==> src/rtl/nibble_ram_arbiter.sv <==
// Two-requester arbiter in front of a 4Kx4 SRAM: each byte access from A (read/write)
// or B (read-only) becomes a low-nibble cycle followed by a high-nibble cycle.
module nibble_ram_arbiter #(
  parameter int unsigned B_PRIORITY = 0
) (
  input  logic        clk,
  input  logic        rst_b,
  input  logic        a_req,
  input  logic        a_we,
  input  logic [10:0] a_addr,
  input  logic [7:0]  a_wdata,
  output logic [7:0]  a_rdata,
  output logic        a_ack,
  input  logic        b_req,
  input  logic [10:0] b_addr,
  output logic [7:0]  b_rdata,
  output logic        b_ack,
  output logic [11:0] ram_addr,
  output logic [3:0]  ram_din,
  input  logic [3:0]  ram_dout,
  output logic        ram_we_b,
  output logic        ram_e_b
);

  typedef enum logic [1:0] {IDLE, LO, HI} state_t;

  localparam logic B_WINS = (B_PRIORITY != 0);

  state_t      state, state_nx;
  logic        cur_b, cur_b_nx;
  logic        cur_we, cur_we_nx;
  logic [10:0] cur_addr, cur_addr_nx;
  logic [7:0]  cur_wdata, cur_wdata_nx;
  logic [3:0]  rd_lo, rd_lo_nx;
  logic        last_b, last_b_nx;
  logic [7:0]  a_rdata_nx, b_rdata_nx;
  logic        a_ack_nx, b_ack_nx;
  logic [11:0] ram_addr_nx;
  logic [3:0]  ram_din_nx;
  logic        ram_we_b_nx, ram_e_b_nx;

  logic        a_elig, b_elig, grant_b;
  logic        sel_we;
  logic [10:0] sel_addr;
  logic [7:0]  sel_wdata;

  // A requester still seeing its ack this cycle must not be re-served on this edge.
  assign a_elig = a_req && !a_ack;
  assign b_elig = b_req && !b_ack;

  always_comb begin
    state_nx     = state;
    cur_b_nx     = cur_b;
    cur_we_nx    = cur_we;
    cur_addr_nx  = cur_addr;
    cur_wdata_nx = cur_wdata;
    rd_lo_nx     = rd_lo;
    last_b_nx    = last_b;
    a_rdata_nx   = a_rdata;
    b_rdata_nx   = b_rdata;
    a_ack_nx     = 1'b0;
    b_ack_nx     = 1'b0;
    ram_addr_nx  = ram_addr;
    ram_din_nx   = ram_din;
    ram_we_b_nx  = ram_we_b;
    ram_e_b_nx   = ram_e_b;
    grant_b      = 1'b0;
    sel_we       = 1'b0;
    sel_addr     = '0;
    sel_wdata    = '0;

    case (state)
      IDLE: begin
        ram_e_b_nx  = 1'b1;
        ram_we_b_nx = 1'b1;
        if (a_elig || b_elig) begin
          grant_b   = b_elig && (!a_elig || B_WINS || !last_b);
          sel_we    = grant_b ? 1'b0 : a_we;
          sel_addr  = grant_b ? b_addr : a_addr;
          sel_wdata = grant_b ? 8'h00 : a_wdata;
          cur_b_nx     = grant_b;
          cur_we_nx    = sel_we;
          cur_addr_nx  = sel_addr;
          cur_wdata_nx = sel_wdata;
          last_b_nx    = grant_b;
          ram_e_b_nx   = 1'b0;
          ram_we_b_nx  = ~sel_we;
          ram_addr_nx  = {sel_addr, 1'b0};
          ram_din_nx   = sel_wdata[3:0];
          state_nx     = LO;
        end
      end
      LO: begin
        // Low nibble is buffered internally so rdata only changes with the ack.
        if (!cur_we) rd_lo_nx = ram_dout;
        ram_addr_nx = {cur_addr, 1'b1};
        ram_din_nx  = cur_wdata[7:4];
        state_nx    = HI;
      end
      HI: begin
        ram_e_b_nx  = 1'b1;
        ram_we_b_nx = 1'b1;
        state_nx    = IDLE;
        if (cur_b) begin
          b_ack_nx   = 1'b1;
          b_rdata_nx = {ram_dout, rd_lo};
        end else begin
          a_ack_nx = 1'b1;
          if (!cur_we) a_rdata_nx = {ram_dout, rd_lo};
        end
      end
      default: begin
        ram_e_b_nx  = 1'b1;
        ram_we_b_nx = 1'b1;
        state_nx    = IDLE;
      end
    endcase
  end

  always_ff @(posedge clk or negedge rst_b) begin
    if (!rst_b) begin
      state     <= IDLE;
      cur_b     <= 1'b0;
      cur_we    <= 1'b0;
      cur_addr  <= '0;
      cur_wdata <= '0;
      rd_lo     <= '0;
      last_b    <= 1'b1;
      a_rdata   <= '0;
      b_rdata   <= '0;
      a_ack     <= 1'b0;
      b_ack     <= 1'b0;
      ram_addr  <= '0;
      ram_din   <= '0;
      ram_we_b  <= 1'b1;
      ram_e_b   <= 1'b1;
    end else begin
      state     <= state_nx;
      cur_b     <= cur_b_nx;
      cur_we    <= cur_we_nx;
      cur_addr  <= cur_addr_nx;
      cur_wdata <= cur_wdata_nx;
      rd_lo     <= rd_lo_nx;
      last_b    <= last_b_nx;
      a_rdata   <= a_rdata_nx;
      b_rdata   <= b_rdata_nx;
      a_ack     <= a_ack_nx;
      b_ack     <= b_ack_nx;
      ram_addr  <= ram_addr_nx;
      ram_din   <= ram_din_nx;
      ram_we_b  <= ram_we_b_nx;
      ram_e_b   <= ram_e_b_nx;
    end
  end

endmodule

==> config.mk <==
export PLATFORM = sky130hd
export DESIGN_NAME = nibble_ram_arbiter
export DESIGN_NICKNAME = d
export VERILOG_FILES = /design/src/rtl/nibble_ram_arbiter.sv
export SDC_FILE = /design/constraint.sdc
export NUM_CORES = 1
export LEC_CHECK = 0
export ABC_AREA = 1
export CELL_PAD_IN_SITES_DETAIL_PLACEMENT = 1
export CELL_PAD_IN_SITES_GLOBAL_PLACEMENT = 2
export CORE_MARGIN = 5
export CORE_UTILIZATION = 29
export DETAILED_ROUTE_END_ITERATION = 8
export GPL_ROUTABILITY_DRIVEN = 1
export GPL_TIMING_DRIVEN = 0
export PLACE_DENSITY_LB_ADDON = 0.1
export SYNTH_ARGS = -nofsm -noshare
export SYNTH_HDL_FRONTEND = slang
export SYNTH_SLANG_ARGS = --single-unit
==> constraint.sdc <==
create_clock -name clk -period 2.54 [get_ports clk]
set_input_delay 0.635 -clock clk [delete_from_list [all_inputs] [get_ports clk]]
set_output_delay 0.635 -clock clk [all_outputs]
set_load 0.01 [all_outputs]
==> metrics <==
Worst path slowest cell=dfstp_2; power density of the placed cells=1253 mW/mm²; count of non-filler cells in the finished layout=516; Core Area=around 0.0091 mm²; Final ANT Viol Nets=0; r2r endpoint=ram_addr[9]; CTS HTree Levels=3; Hold Buf Count CTS=0; flop and latch count out of synthesis=60; CTS tree=built; crit path max fanout=2; hpwl dp=approximately 5400 µm; final worst path period share=80.03%; Die Ht=106.0 µm; gr usage total=between 10% and 20%; Area contributors post-synth=dfrtp_1 (53%), nand2_1 (15%), nand3_1 (8.6%), inv_1 (6.0%), o21ai_0 (3.2%); crit path capture=ram_we_b; DR iter-0 viols=61; register area share after synthesis=56.37%; # IOs=75; detailed-route DRC error count=0; syn_area_per_cell=8.476 µm²; IO Port Bufs=74; via count=2,295; outcome=complete, no violations; Worst Skew=9.077 ps; routability cong.=about 0.72; top cells by count, synth=nand2_1 (109), dfrtp_1 (57), nand3_1 (46); minimum clock period=2033 ps; Post-synth top flop=dfrtp_1; Gate Count Post-Synth=315; WP data arrival=1400 ps; number of diodes=0; Congestion Overflow GR=0; hold slack=366.1 ps; r2r worst-path depth=6; startpoint types=register; Post-CTS Setup Repair Bufs=0; worst r2r src=last_b; clock-pin transition on the worst setup and hold timing paths=80 ps; clock buffer depth=2; Crit path largest cell delay=~540 ps; Synthesis Warnings=0; Clock Latency Late Sink=330 ps; Mapped Area=0.002670 mm²; Mapped Nets=approximately 350; synthesis-to-finish area growth=40.35%; CTS sink cnt=60; most frequent cell after synthesis=nand2_1; R2R Setup Slk=1060 ps; critical path cell sequence=clkdlybuf4s50_1; final setup violation count=0; Crit path max-delay family=flip-flops; routed wire length=7692 µm; Die ar.=0.01123 mm²; Max VDD drop=361.2 µV; die width=106.0 µm; vias in the first global route=2,560; final-stage net count=439; area leader, netlist=dfrtp_1; Cell Rows=35; largest net degree at the start of global routing=61; Pins Over Slew Limit=0; Slew HR=48.28%; total CTS buffers=9; drt pass-1 iters=4; Crit. Startpoint=ram_we_b; max cap viols=0; Final Hold Vio Count=0; PostCTS Resize Cnt=0; Post-synth ARST share=100.0%; unrepaired setup endpoints after global routing=no; Fmax achieved=about 490 MHz; Worst Hold Class=primary input to async pin; initial antenna violation count=0; drt wl/cell=14.91 µm; layout cells sized above 1=12.10%; global-route wire length before repair=13,000 µm; Worst EP required=between 1500 and 2000 ps; Leak=0.001887 µW; post-synth top area share=between 50% and 60%; CP endpoint kind=output port; EDFF count, synth=0; cell depth of the worst setup path=1; CTS Root Cell=clkbuf_8; Slew @ Worst Pin=775.9 ps; vias per cell=4.448; crit path kind=register to output port; placed insts=500; Initial Util=approximately 30%; crit path buf inv count=1; Netlist cell types=15
layer usage:
layer  GRT usage [%]  vias to the layer above  routed length (µm)
met5               0                        -                   0
met4           5.458                        0                  96
met3           3.886                        8                 383
met2           22.54                       48                3426
met1           20.08                     1097                3786
li1                -                     1142                   -
layout by cell type, fill, tap and decap left out:
cell type          n
clkinv_4           2
buf_2              7
nor2_2             1
inv_6              1
nand2_4            2
clkbuf_8           9
o21ai_0           17
nand2_2            3
nand3_1           46
buf_4              2
buf_6              6
o21ai_2            8
nand2_1          109
nor3_2             1
inv_1             43
clkinvlp_4         2
clkinv_2           1
nor2_1            11
dfrtp_1           57
bufinv_16          1
dfstp_2            3
clkdlybuf4s50_1   73
cell type report:
class	instances	area (µm²)
buffer	14	110.1
clock buffer	9	123.9
clock inverter	7	76.32
fill	1093	5361
inverter	43	161.4
multi-input combinational	198	893.4
sequential	60	1505
tap	111	138.9
timing repair buffer	74	738.2
state kept, by name, summed over array words and instances, names as in the netlist, 2 cells and up:
signal	cells
a_rdata	8
ram_addr	12
state	2
rd_lo	4
b_rdata	8
cur_addr	11
ram_din	4
cur_wdata	4
report_power, final:
group          switching [µW]  leakage [µW]  internal, µW
combinational            1160       0.00105           977
clock                     415     0.0000958           458
sequential                258      0.000740          1430
total                    1830       0.00189          2860
how the worst min path moves through the flow:
stage	start	endpoint	slack, ps	cells past startpoint
after floorplan	rst_b	a_ack	340	0
after global placement	last_b	last_b	460	2
after detailed placement	last_b	last_b	460	2
after CTS	rst_b	ram_din[3]	400	1
after global routing	rst_b	ram_din[3]	440	1
final	rst_b	ram_din[3]	370	1
logic make-up after synthesis:
group | Yosys count | synth area share (%)
AOI/OAI and AO/OA | 25 | 5.811
buffers and inverters | 57 | 10.17
and+or+nand+nor | 173 | 27.65
DFF | 60 | 56.37
metrics by stage:
| step | setup TNS (ps) | util (%) | cell area [µm²] | total power, µW | setup slack, ps |
|---|---|---|---|---|---|
| 6_report | 0 | 41.14 | 3747 | 4694 | 507.1 |
| 5_1_grt | 0 | 41.14 | 3747 | 5101 | 457.2 |
| 4_1_cts | 0 | 41.14 | 3747 | 4804 | 478.0 |
| 3_5_place_dp | 0 | 38.94 | 3547 | 3896 | 381.1 |
| 3_3_place_gp | -75270 | 38.97 | 3550 | 3833 | -1295 |
| 2_1_floorplan | 0 | - | 2670 | 2872 | 1207 |
Note: power is estimated with default switching activity, not from simulation.
